[config.mk]
export PLATFORM = sky130hd
export DESIGN_NAME = uart_tx_ctrl_flat
export DESIGN_NICKNAME = d
export VERILOG_FILES = /design/src/rtl/uart_tx_ctrl_if.sv /design/src/rtl/uart_tx_ctrl.sv /design/src/flat_wrapper.sv
export SDC_FILE = /design/constraint.sdc
export NUM_CORES = 1
export LEC_CHECK = 0
export BUFFER_PORTS_ARGS = -buffer_cell sky130_fd_sc_hd__buf_4
export CORE_ASPECT_RATIO = 1.25
export CORE_MARGIN = 1.5
export CORE_UTILIZATION = 35
export CTS_BUF_LIST = sky130_fd_sc_hd__clkbuf_8 sky130_fd_sc_hd__clkbuf_16
export DETAILED_ROUTE_END_ITERATION = 16
export GPL_ROUTABILITY_DRIVEN = 0
export PLACE_DENSITY_LB_ADDON = 0.15
export SKIP_LAST_GASP = 1
export SYNTH_ARGS = -nofsm -noshare
export SYNTH_HDL_FRONTEND = slang
export SYNTH_SLANG_ARGS = --single-unit
export TNS_END_PERCENT = 50
[constraint.sdc]
create_clock -name clk -period 2.6 [get_ports clk]
set_input_delay 0.26 -clock clk [delete_from_list [all_inputs] [get_ports clk]]
set_output_delay 0.26 -clock clk [all_outputs]
set_load 0.1 [all_outputs]
[src/rtl/uart_tx_ctrl_if.sv]
// Handshake bundle between the UART transmit sequencer and its show-ahead TX FIFO,
// plus the serial line and status strobes produced by the sequencer.
interface uart_tx_ctrl_if;
    logic       fifo_empty;
    logic [9:0] fifo_rdata;
    logic       fifo_pop;
    logic       txd;
    logic       tx_busy;
    logic       tx_done;

    modport master (
        input  fifo_empty,
        input  fifo_rdata,
        output fifo_pop,
        output txd,
        output tx_busy,
        output tx_done
    );

    modport slave (
        output fifo_empty,
        output fifo_rdata,
        input  fifo_pop,
        input  txd,
        input  tx_busy,
        input  tx_done
    );
endinterface

[src/rtl/uart_tx_ctrl.sv]
// UART transmit sequencer: pops words from a show-ahead FIFO and frames them onto txd as
// start/data/parity/stop bits with an optional idle gap, honouring CTS at launch time.
module uart_tx_ctrl #(
    parameter int CTS_SYNC = 2
) (
    input  logic        clk,
    input  logic        rst_n,
    input  logic [11:0] r_clkdiv,
    input  logic [3:0]  r_oversampling,
    input  logic [3:0]  r_interval_bit,
    input  logic        r_stop_bit,
    input  logic        r_parity_en,
    input  logic [1:0]  r_parity,
    input  logic [1:0]  r_data_bit,
    input  logic        r_cts,
    input  logic        r_update,
    input  logic        r_tx_logic_clr,
    input  logic        cts_n,
    uart_tx_ctrl_if.master bus
);

    typedef enum logic [2:0] {
        ST_IDLE   = 3'd0,
        ST_START  = 3'd1,
        ST_DATA   = 3'd2,
        ST_PARITY = 3'd3,
        ST_STOP   = 3'd4,
        ST_GAP    = 3'd5
    } state_t;

    state_t              state_r;
    state_t              state_s;
    logic [CTS_SYNC-1:0] cts_sync_r;
    logic [11:0]         clkdiv_r;
    logic [3:0]          os_r;
    logic [3:0]          interval_r;
    logic                stop_r;
    logic                par_en_r;
    logic [1:0]          par_r;
    logic [1:0]          data_bit_r;
    logic [11:0]         div_cnt_r;
    logic [3:0]          os_cnt_r;
    logic [3:0]          bit_cnt_r;
    logic [3:0]          bit_cnt_s;
    logic [9:0]          data_r;
    logic                txd_r;
    logic                txd_s;
    logic                launch_s;
    logic                bit_end_s;
    logic                last_data_s;
    logic                last_stop_s;
    logic                last_gap_s;
    logic                cts_ok_s;

    // Parity over the active data bits only; mark/space ignore the data entirely.
    function automatic logic parity_calc(input logic [9:0] data,
                                         input logic [1:0] data_bit,
                                         input logic [1:0] par);
        logic [9:0] mask;
        logic       x;
        case (data_bit)
            2'd0:    mask = 10'h07F;
            2'd1:    mask = 10'h0FF;
            2'd2:    mask = 10'h1FF;
            default: mask = 10'h3FF;
        endcase
        x = ^(data & mask);
        case (par)
            2'd0:    parity_calc = x;
            2'd1:    parity_calc = ~x;
            2'd2:    parity_calc = 1'b1;
            default: parity_calc = 1'b0;
        endcase
    endfunction

    assign cts_ok_s    = ~r_cts | ~cts_sync_r[CTS_SYNC-1];
    assign launch_s    = (state_r == ST_IDLE) & ~bus.fifo_empty & ~r_tx_logic_clr & cts_ok_s;
    assign bit_end_s   = (div_cnt_r == clkdiv_r) & (os_cnt_r == os_r);
    assign last_data_s = (bit_cnt_r == ({2'b00, data_bit_r} + 4'd6));
    assign last_stop_s = (bit_cnt_r == {3'b000, stop_r});
    assign last_gap_s  = (bit_cnt_r == (interval_r - 4'd1));

    assign bus.fifo_pop = launch_s;
    assign bus.txd      = txd_r;
    assign bus.tx_busy  = (state_r != ST_IDLE);
    assign bus.tx_done  = (state_r == ST_STOP) & bit_end_s & last_stop_s & ~r_tx_logic_clr;

    // CTS pin synchroniser; resets to the deasserted (high) level.
    always_ff @(posedge clk or negedge rst_n) begin
        if (!rst_n) begin
            cts_sync_r <= {CTS_SYNC{1'b1}};
        end else begin
            cts_sync_r <= {cts_sync_r[CTS_SYNC-2:0], cts_n};
        end
    end

    // Shadow frame configuration, only refreshed while the sequencer is idle.
    always_ff @(posedge clk or negedge rst_n) begin
        if (!rst_n) begin
            clkdiv_r   <= 12'h016;
            os_r       <= 4'hF;
            interval_r <= 4'd0;
            stop_r     <= 1'b0;
            par_en_r   <= 1'b0;
            par_r      <= 2'd0;
            data_bit_r <= 2'd1;
        end else if ((state_r == ST_IDLE) && r_update) begin
            clkdiv_r   <= r_clkdiv;
            os_r       <= r_oversampling;
            interval_r <= r_interval_bit;
            stop_r     <= r_stop_bit;
            par_en_r   <= r_parity_en;
            par_r      <= r_parity;
            data_bit_r <= r_data_bit;
        end else begin
            clkdiv_r   <= clkdiv_r;
            os_r       <= os_r;
            interval_r <= interval_r;
            stop_r     <= stop_r;
            par_en_r   <= par_en_r;
            par_r      <= par_r;
            data_bit_r <= data_bit_r;
        end
    end

    // Baud counters: held at zero in IDLE so each frame's first bit is a full bit time.
    always_ff @(posedge clk or negedge rst_n) begin
        if (!rst_n) begin
            div_cnt_r <= 12'd0;
            os_cnt_r  <= 4'd0;
        end else if (r_tx_logic_clr || (state_r == ST_IDLE) || bit_end_s) begin
            div_cnt_r <= 12'd0;
            os_cnt_r  <= 4'd0;
        end else if (div_cnt_r == clkdiv_r) begin
            div_cnt_r <= 12'd0;
            os_cnt_r  <= os_cnt_r + 4'd1;
        end else begin
            div_cnt_r <= div_cnt_r + 12'd1;
            os_cnt_r  <= os_cnt_r;
        end
    end

    // Word being transmitted, captured from the FIFO head on the pop cycle.
    always_ff @(posedge clk or negedge rst_n) begin
        if (!rst_n) begin
            data_r <= 10'd0;
        end else if (launch_s) begin
            data_r <= bus.fifo_rdata;
        end else begin
            data_r <= data_r;
        end
    end

    // FSM state, bit counter and registered serial output.
    always_ff @(posedge clk or negedge rst_n) begin
        if (!rst_n) begin
            state_r   <= ST_IDLE;
            bit_cnt_r <= 4'd0;
            txd_r     <= 1'b1;
        end else begin
            state_r   <= state_s;
            bit_cnt_r <= bit_cnt_s;
            txd_r     <= txd_s;
        end
    end

    // Next-state logic; txd_s is the level of the bit that starts in the next cycle.
    always_comb begin
        state_s   = state_r;
        bit_cnt_s = bit_cnt_r;
        txd_s     = txd_r;
        if (r_tx_logic_clr) begin
            state_s   = ST_IDLE;
            bit_cnt_s = 4'd0;
            txd_s     = 1'b1;
        end else begin
            case (state_r)
                ST_IDLE: begin
                    bit_cnt_s = 4'd0;
                    if (launch_s) begin
                        state_s = ST_START;
                        txd_s   = 1'b0;
                    end else begin
                        state_s = ST_IDLE;
                        txd_s   = 1'b1;
                    end
                end
                ST_START: begin
                    if (bit_end_s) begin
                        state_s   = ST_DATA;
                        bit_cnt_s = 4'd0;
                        txd_s     = data_r[0];
                    end else begin
                        state_s   = ST_START;
                    end
                end
                ST_DATA: begin
                    if (bit_end_s && last_data_s) begin
                        bit_cnt_s = 4'd0;
                        if (par_en_r) begin
                            state_s = ST_PARITY;
                            txd_s   = parity_calc(data_r, data_bit_r, par_r);
                        end else begin
                            state_s = ST_STOP;
                            txd_s   = 1'b1;
                        end
                    end else if (bit_end_s) begin
                        bit_cnt_s = bit_cnt_r + 4'd1;
                        txd_s     = data_r[bit_cnt_r + 4'd1];
                    end else begin
                        state_s   = ST_DATA;
                    end
                end
                ST_PARITY: begin
                    if (bit_end_s) begin
                        state_s   = ST_STOP;
                        bit_cnt_s = 4'd0;
                        txd_s     = 1'b1;
                    end else begin
                        state_s   = ST_PARITY;
                    end
                end
                ST_STOP: begin
                    txd_s = 1'b1;
                    if (bit_end_s && last_stop_s) begin
                        bit_cnt_s = 4'd0;
                        if (interval_r != 4'd0) begin
                            state_s = ST_GAP;
                        end else begin
                            state_s = ST_IDLE;
                        end
                    end else if (bit_end_s) begin
                        bit_cnt_s = bit_cnt_r + 4'd1;
                    end else begin
                        state_s   = ST_STOP;
                    end
                end
                ST_GAP: begin
                    txd_s = 1'b1;
                    if (bit_end_s && last_gap_s) begin
                        state_s   = ST_IDLE;
                        bit_cnt_s = 4'd0;
                    end else if (bit_end_s) begin
                        bit_cnt_s = bit_cnt_r + 4'd1;
                    end else begin
                        state_s   = ST_GAP;
                    end
                end
                default: begin
                    state_s   = ST_IDLE;
                    bit_cnt_s = 4'd0;
                    txd_s     = 1'b1;
                end
            endcase
        end
    end

endmodule

[src/flat_wrapper.sv]
// flat-port wrapper written by rule: the top's interface ports become plain ports
module uart_tx_ctrl_flat 
#(
    parameter int CTS_SYNC = 2
)
  (clk, rst_n, r_clkdiv, r_oversampling, r_interval_bit, r_stop_bit, r_parity_en, r_parity, r_data_bit, r_cts, r_update, r_tx_logic_clr, cts_n, bus_fifo_empty, bus_fifo_rdata, bus_fifo_pop, bus_txd, bus_tx_busy, bus_tx_done);
  uart_tx_ctrl_if bus_i ();
  input  logic clk;
  input  logic rst_n;
  input  logic [11:0] r_clkdiv;
  input  logic [3:0] r_oversampling;
  input  logic [3:0] r_interval_bit;
  input  logic r_stop_bit;
  input  logic r_parity_en;
  input  logic [1:0] r_parity;
  input  logic [1:0] r_data_bit;
  input  logic r_cts;
  input  logic r_update;
  input  logic r_tx_logic_clr;
  input  logic cts_n;
  input wire logic [$bits(bus_i.fifo_empty)-1:0] bus_fifo_empty;
  input wire logic [$bits(bus_i.fifo_rdata)-1:0] bus_fifo_rdata;
  output wire logic [$bits(bus_i.fifo_pop)-1:0] bus_fifo_pop;
  output wire logic [$bits(bus_i.txd)-1:0] bus_txd;
  output wire logic [$bits(bus_i.tx_busy)-1:0] bus_tx_busy;
  output wire logic [$bits(bus_i.tx_done)-1:0] bus_tx_done;
  assign bus_i.fifo_empty = bus_fifo_empty;
  assign bus_i.fifo_rdata = bus_fifo_rdata;
  assign bus_fifo_pop = bus_i.fifo_pop;
  assign bus_txd = bus_i.txd;
  assign bus_tx_busy = bus_i.tx_busy;
  assign bus_tx_done = bus_i.tx_done;
  uart_tx_ctrl #(.CTS_SYNC(CTS_SYNC)) u_core (.clk(clk), .rst_n(rst_n), .r_clkdiv(r_clkdiv), .r_oversampling(r_oversampling), .r_interval_bit(r_interval_bit), .r_stop_bit(r_stop_bit), .r_parity_en(r_parity_en), .r_parity(r_parity), .r_data_bit(r_data_bit), .r_cts(r_cts), .r_update(r_update), .r_tx_logic_clr(r_tx_logic_clr), .cts_n(cts_n), .bus(bus_i));
endmodule
Word-level counts from Yosys, hierarchy flattened
Index checks and enable logic that the tools add are counted.
{"block": "classes", "magnitude_cmp": 1, "n_addsub": 5, "n_bitwise": 14, "n_eq_ne": 21, "n_reduce_logical": 16, "n_mux": 40}
{"operator": "two-way mux 10 bit", "count": 4}
{"operator": "two-way mux 4 bit", "count": 8}
{"operator": "two-way mux 3 bit", "count": 10}
{"operator": "one-hot mux 10 bit (3 select lines)", "count": 1}
{"operator": "two-way mux 12 bit", "count": 2}
{"operator": "one-hot mux 3 bit (6 select lines)", "count": 1}
{"operator": "one-hot mux 4 bit (4 select lines)", "count": 1}
{"operator": "adder 12 x 1 -> 12 bit, second input constant", "count": 1}
{"operator": "== test 12 bit", "count": 1}
{"operator": "== test 4 bit", "count": 3}
{"operator": "!= test 4 bit, second input constant", "count": 3}
{"operator": "AND 10 bit", "count": 1}
{"operator": "parity 10 bit", "count": 1}
{"operator": "two-way mux 1 bit", "count": 9}
{"operator": "adder 4 x 1 -> 4 bit, second input constant", "count": 2}
{"operator": "AND 1 bit", "count": 7}
{"operator": "== test 3 x 2 -> 1 bit, second input constant", "count": 2}
{"operator": "== test 3 bit, second input constant", "count": 2}
{"operator": "!= test 3 x 2 -> 1 bit, second input constant", "count": 2}
{"operator": "AND reduction 3 bit", "count": 2}
{"operator": "< comparator 4 x 5 -> 1 bit, second input constant", "count": 1}
{"operator": "inverter 1 bit", "count": 5}
{"operator": "adder 2 x 3 -> 4 bit, second input constant", "count": 1}
{"operator": "binary-select mux 1 bit (select 4 bit)", "count": 1}
{"operator": "19 further kinds", "count": 26}
{"block": "word_totals", "input_bits": 43, "output_inout_bits": 4, "wordCells": 111, "regBits": 62}

Logic depth before layout (Yosys ltp)
Gate-level depths: netlist of the first run.
{"block": "logic_depth", "ltp_word": 14, "ltp_mapped": 8, "ltp_nobuf": 8}

Worst setup path after synthesis of the first run
No wires, ideal clock.
{"block": "synth_path", "path_kind": "register -> output", "from": "reg u_core.bit_cnt_r[0]", "to": "out bus_tx_done", "setup_slack_ns": -0.495, "t_arrival_ns": 2.835, "stages_incl_launch_ff": 6, "n_path_buf": 1, "required_ns": 2.340, "path_cell_list": "dfrtp_1 -> buf_4 -> xor2_1 -> or4_4 -> or4_1 -> nor2_1"}
{"block": "synth_via", "elab_chain_cells": 3}
{"item": "start, declared", "line_no": "uart_tx_ctrl.sv:43", "text": "logic [3:0] bit_cnt_r;"}
{"item": "start signal, assigned", "line_no": "uart_tx_ctrl.sv:162", "text": "bit_cnt_r <= bit_cnt_s;"}
{"item": "== test 4 x 1 -> 1 bit", "line_no": "uart_tx_ctrl.sv:80", "text": "assign last_stop_s = (bit_cnt_r == {3'b000, stop_r});"}
{"item": "AND 1 bit (2 in series)", "line_no": "uart_tx_ctrl.sv:86", "text": "assign bus.tx_done = (state_r == ST_STOP) & bit_end_s & last_stop_s & ~r_tx_logic_clr;"}
{"item": "end, declared", "line_no": "flat_wrapper.sv:26", "text": "output wire logic [$bits(bus_i.tx_done)-1:0] bus_tx_done;"}
Every way passes these cells.

Final worst setup path of the first run
{"block": "layout_path", "from": "reg u_core.bit_cnt_r[1]", "to": "out bus_tx_done"}
The elaborated chain is that of the path after synthesis.

==> qor.yml, run 1 <==
regToRegStartpoint: "u_core.clkdiv_r[4]"
setup_violations: 0
grt_max_degree: 63
rsz0062_at_grt: "no"
finalNetCount: 413
p_leak_nw: 1.858
hp-class: "in -> async"
initialDrtViolationCount: 76
ys.flop_type: "dfrtp_1"
finish.instance_area_um2: 4168
outcome: "finished clean"
rrSetupSlack_ns: 0.50
ys_types: 54
numCtsBuffers: 9
core.rowCount: 39
synth_top_cell_by_area: "dfrtp_1"
post-route-drc-count: 0
postCtsSetupBuffers: 0
placed_area_um2: 3861
drt_wl_total_mm: 7.100
crit_path_max_fanout: 7
routed_via_density: 4.791
fin_tns_setup_ns: 0
die_height_um: 112.8
slew_violations: 0
synth_nets: 362
diodes: 0
max_freq_mhz: 397.3
drive_above_1_share: 0.3135
synthArstFlopShare: 1.000
core_region_area_um2: 9271
clockBufferDepth: 2
port_buffers: 46
drv_cap: 0
path_clk_slew_ns: 0.05
synth_area_leaders: "dfrtp_1 38%, dfstp_2 8.6%, mux2_2 8.0%, xor2_1 6.2%, nand2_1 4.9%"
synth_most_common_cell: "dfrtp_1"
ys_top_cells_by_count: "51 x dfrtp_1, 44 x nand2_1, 31 x nor2_1"
p_per_area_nw_per_um2: 757.1
cts_tree: "done"
synth_edf_count: 0
dr_total_vias: 2362
worst_r2r_path_depth: 6
clock_latency_ns: 0.33
dr.pass1.iters: 5
cts_num_sinks: 62
startpoint_type: "flop"
grt_overflow: 0
ys_warn_count: 0
ys_seq_area_frac: 0.4637
ir_drop_uv: 354.7
tightest_slew_ns: 0.7736
rr_endpoint: "u_core.bit_cnt_r[0]"
start_util: 0.3641
die_x_um: 90.84
period_needed_ns: 2.517
synth_area_per_cell_um2: 10.75
antenna_found_initial: 0
grt_use_total: 0.1475
netlist_area_um2: 3376
finalPower_mw: 3.156
die-area_um2: 10250
fin_crit_sh: 0.9680
htreeDepth: 3
grt_pass1_wl_mm: 11.83
ant_nets: 0
synth_seq_cells: 62
wl_per_cell_um: 14.40
endpoint_kind: "output pin"
holdBufCountCts: 0
cp.arrival_ns: 2.26
crit_type: "reg -> out"
ctsResizeCount: 0
required_ns: 2.34
max-slew-margin-rel: 0.4842
grt_pass1_vias: 2485
dpl.hpwl_mm: 5.181
area_growth_pct: 23.46
skew_ns: 0.004654
cts_root_buf: "clkbuf_16"
hold_violations: 0
ioPinCount: 47
syn_inst: 314
synth_top_area_share: 0.3781
kinds of logic (layout without fill, tap and decap cells):
group,after synthesis,count (layout),synth area share
and+or+nand+nor,119,119,0.1879
muxes,31,31,0.1082
adders and majority gates,5,5,0.01853
AOI/OAI and AO/OA,37,37,0.08228
buffers and inverters,20,76,0.02743
DFF,62,62,0.4637
xor gates and xnor gates,40,40,0.1119
final cells by class:
type / instances / area [µm²]
inverters: 9 / 33.78
clock buffers: 10 / 239.0
multi-input cells: 232 / 1725
flip-flops and latches: 62 / 1565
well taps: 123 / 153.9
fillers: 940 / 5104
repair buffers: 51 / 386.6
clock inverters: 6 / 63.81
critical path, stage by stage (launching register included):
cell and delay (ns):
dfrtp_1 0.46, or4_4 0.60, or4_1 0.53, nor2_4 0.11, buf_6 0.23
state kept, by name (all words and copies together), names as in the netlist, 2 cells and up:
signal	flops
u_core.clkdiv_r	12
u_core.div_cnt_r	12
u_core.data_r	10
u_core.bit_cnt_r	4
u_core.interval_r	4
u_core.os_cnt_r	4
u_core.os_r	4
u_core.state_r	3
u_core.cts_sync_r	2
u_core.data_bit_r	2
u_core.par_r	2
per-stage QoR:
| stage | hold WS [ns] | util | setup WS (ns) | std cells |
|---|---|---|---|---|
| after CTS | 0.03420 | 0.4491 | 0.01770 | 493 |
| after global routing | 0.03650 | 0.4495 | 0.02187 | 493 |
| after global placement | 0.3510 | 0.4165 | 0.3843 | 477 |
| after floorplan | -0.03559 | - | 0.2211 | 314 |
| final | 0.006138 | 0.4495 | 0.08315 | 493 |
| after detailed placement | 0.3494 | 0.4165 | 0.3536 | 477 |
cell usage in the layout, fill, tap and decap left out, types with 3 or more instances in the layout:
cell,n
xnor2_1,14
nand2_1,44
clkbuf_16,9
buf_4,50
nand2b_1,3
nor2_1,30
dfstp_2,11
ha_1,5
mux2_2,24
inv_1,11
and3_1,5
xor2_1,24
nand3_1,7
o21ai_0,7
dfrtp_1,51
clkinv_4,3
o211ai_1,3
a21oi_1,8
o21bai_1,3
nor2b_1,4
mux2i_1,5
routing by layer:
metal	track usage	routed length (µm)	up-vias
met5	0	0	-
met4	0.05625	86	0
met3	0.02957	196	10
met2	0.2617	3723	36
met1	0.1755	3094	1130
li1	-	-	1186
worst max path at each step:
stage / cells after the start / slack (ns) / from / end
2_1_floorplan: 5 / 0.22 / u_core.bit_cnt_r[0] / bus_tx_done
3_3_place_gp: 4 / 0.38 / u_core.bit_cnt_r[1] / bus_tx_done
3_5_place_dp: 4 / 0.35 / u_core.bit_cnt_r[1] / bus_tx_done
4_1_cts: 4 / 0.02 / u_core.bit_cnt_r[1] / bus_tx_done
5_1_grt: 4 / 0.02 / u_core.bit_cnt_r[1] / bus_tx_done
6_report: 4 / 0.08 / u_core.bit_cnt_r[1] / bus_tx_done
power by group:
| group | switching, mW | leakage (nW) | internal, mW | total, mW |
|---|---|---|---|---|
| clock | 0.433 | 0.155 | 0.765 | 1.20 |
| combinational | 0.341 | 0.931 | 0.366 | 0.707 |
| sequential | 0.119 | 0.772 | 1.13 | 1.25 |
| total | 0.893 | 1.86 | 2.26 | 3.16 |
Power figures use the tool's default switching activity.
==> run 2, diff against run 1 <==
--- a/config.mk
+++ b/config.mk
@@ -13,6 +13,7 @@
 export DETAILED_ROUTE_END_ITERATION = 16
 export GPL_ROUTABILITY_DRIVEN = 0
 export PLACE_DENSITY_LB_ADDON = 0.15
+export RECOVER_POWER = 50
 export SKIP_LAST_GASP = 1
 export SYNTH_ARGS = -nofsm -noshare
 export SYNTH_HDL_FRONTEND = slang
==> constraint.sdc (replaced) <==
create_clock -name clk -period 2.55 [get_ports clk]
set_input_delay 0.255 -clock clk [delete_from_list [all_inputs] [get_ports clk]]
set_output_delay 0.255 -clock clk [all_outputs]
set_load 0.1 [all_outputs]
==> run 2 against run 1 <==
The flow now finishes with violations (capacitance limit, slew limit). Critical path depth unchanged. Worst hold slack improved by 0.038 ns. Non-clock buffer count unchanged. Sequential power about the same. Critical path type unchanged. Largest power group unchanged.
==> qor.yml, run 2 (synthesized netlist as in run 1, its figures left out) <==
outcome: "complete, but fails checks"
violations: "capacitance limit, slew limit"
post-route-drc-count: 0
cts_root_buf: "clkbuf_16"
top_regs: "u_core.clkdiv_r x12, u_core.div_cnt_r x12, u_core.data_r x10"
max-slew-margin-rel: -0.01472
port_buffers: 46
grt_pass1_vias: 2599
die_height_um: 112.8
antenna_found_initial: 0
start_util: 0.3641
htreeDepth: 3
drt_wl_total_mm: 7.268
cp_top_family: "simple AND/OR/NAND/NOR gates"
startpoint_type: "flop"
drive_above_1_share: 0.3162
cp.arrival_ns: 2.23
ioPinCount: 47
path_clk_slew_ns: 0.05
cts_tree: "done"
crit_chain: "or4_4 > or4_1 > nor2_4 > buf_8"
numCtsBuffers: 9
dr.pass1.iters: 4
cts_num_sinks: 62
core.rowCount: 39
hp-class: "in -> reg"
postCtsSetupBuffers: 0
grt_use_total: 0.1534
rsz0062_at_grt: "no"
crit_type: "reg -> out"
holdBufCountCts: 0
period_needed_ns: 2.480
core_region_area_um2: 9271
final_common_cell: "dfrtp_1"
setup_violations: 0
skew_ns: 0.004981
diodes: 0
grt_pass1_wl_mm: 12.46
clockBufferDepth: 2
placed_area_um2: 3874
finalWorstSetupSlack_ns: 0.06956
mostFrequentLayoutCells: "50 x dfrtp_1, 47 x buf_4, 44 x nand2_1"
timing.critical_path.buf_inv: 1
ir_drop_uv: 388.7
ant_nets: 0
clock_latency_ns: 0.32
initialDrtViolationCount: 56
p_per_area_nw_per_um2: 766.1
finalNetCount: 413
max_freq_mhz: 403.2
dp_slack_ns: 0.3131
die_x_um: 90.84
grt_max_degree: 63
finish.instance_area_um2: 4174
die-area_um2: 10250
fill_cells: 933
dr_total_vias: 2436
slew_violations: 63
fin_crit_sh: 0.9727
area_growth_pct: 23.65
dpl.hpwl_mm: 5.353
critPathMaxStageDelay_ns: 0.58
fin_tns_setup_ns: 0
wl_per_cell_um: 14.74
hold_violations: 0
routed_via_density: 4.941
required_ns: 2.30
grt_overflow: 0
tightest_slew_ns: 1.522
endpoint_kind: "output pin"
crit_path_max_fanout: 8
p_leak_nw: 1.855
drv_cap: 1
cp_slowest_cell: "or4_4"
run 2: changes by cell type in the layout (fill, tap and decap cells not counted), sizes merged:
cell      change
clkinvlp      +1
buf           -2
clkbuf        +2
clkinv        -1
run 2: power by group:
part | internal [mW] | leakage (nW) | switching, mW | total [mW]
registers | 1.15 | 0.770 | 0.130 | 1.28
logic | 0.375 | 0.934 | 0.349 | 0.724
clock network | 0.771 | 0.151 | 0.418 | 1.19
run 2: path summary, 6_finish.rpt:
check                                           from                    to  slack (ns)  cells past startpoint
worst max-delay path             u_core.bit_cnt_r[2]           bus_tx_done        0.07                      4
worst min-delay path                           cts_n  u_core.cts_sync_r[0]        0.04                      1
worst max register to register    u_core.clkdiv_r[4]     u_core.state_r[2]        0.48                      6
worst min register to register  u_core.cts_sync_r[0]  u_core.cts_sync_r[1]        0.35                      0
max in group asynchronous                      rst_n   u_core.bit_cnt_r[1]        1.23                      1
min in group asynchronous                      rst_n      u_core.data_r[3]        0.30                      1
run 2: stage by stage:
stage | utilization | cells | power [mW] | hold WS (ns)
4_1_cts | 0.4499 | 493 | 3.257 | 0.03034
6_report | 0.4502 | 493 | 3.198 | 0.04383
3_3_place_gp | 0.4178 | 477 | 2.029 | 0.3490
2_1_floorplan | - | 314 | 1.816 | -0.04059
3_5_place_dp | 0.4178 | 477 | 2.051 | 0.3490
5_1_grt | 0.4502 | 493 | 3.372 | 0.03433
run 2: metal layers:
| metal | wire length (µm) | track usage |
|---|---|---|
| met2 | 3792 | 0.2747 |
| met1 | 3113 | 0.1779 |
| met4 | 108 | 0.06042 |
| met5 | 0 | 0 |
| met3 | 253 | 0.03360 |
run 2: what timing repair did:
action | 4_1_cts | 5_1_grt
setup endpoints to repair | 1 | 1
gates resized for setup | 1 | 2
cloned | 0 | 0
run 2: cell type report:
type,count,area [µm²],share of cell area
multi-input combinational,232,1725,0.4134
sequential,62,1567,0.3753
timing repair buffer,51,400.4,0.09592
clock buffer,10,239.0,0.05725
tap,123,153.9,0.03687
clock inverter,6,55.05,0.01319
inverter,9,33.78,0.008094
run 2: worst reg2reg max path: stages (launching register included):
cell	delay, ns
dfstp_2	0.53
xor2_1	0.07
nor4_2	0.43
nand4_2	0.35
o21bai_1	0.29
o21ba_1	0.20
a21oi_1	0.13
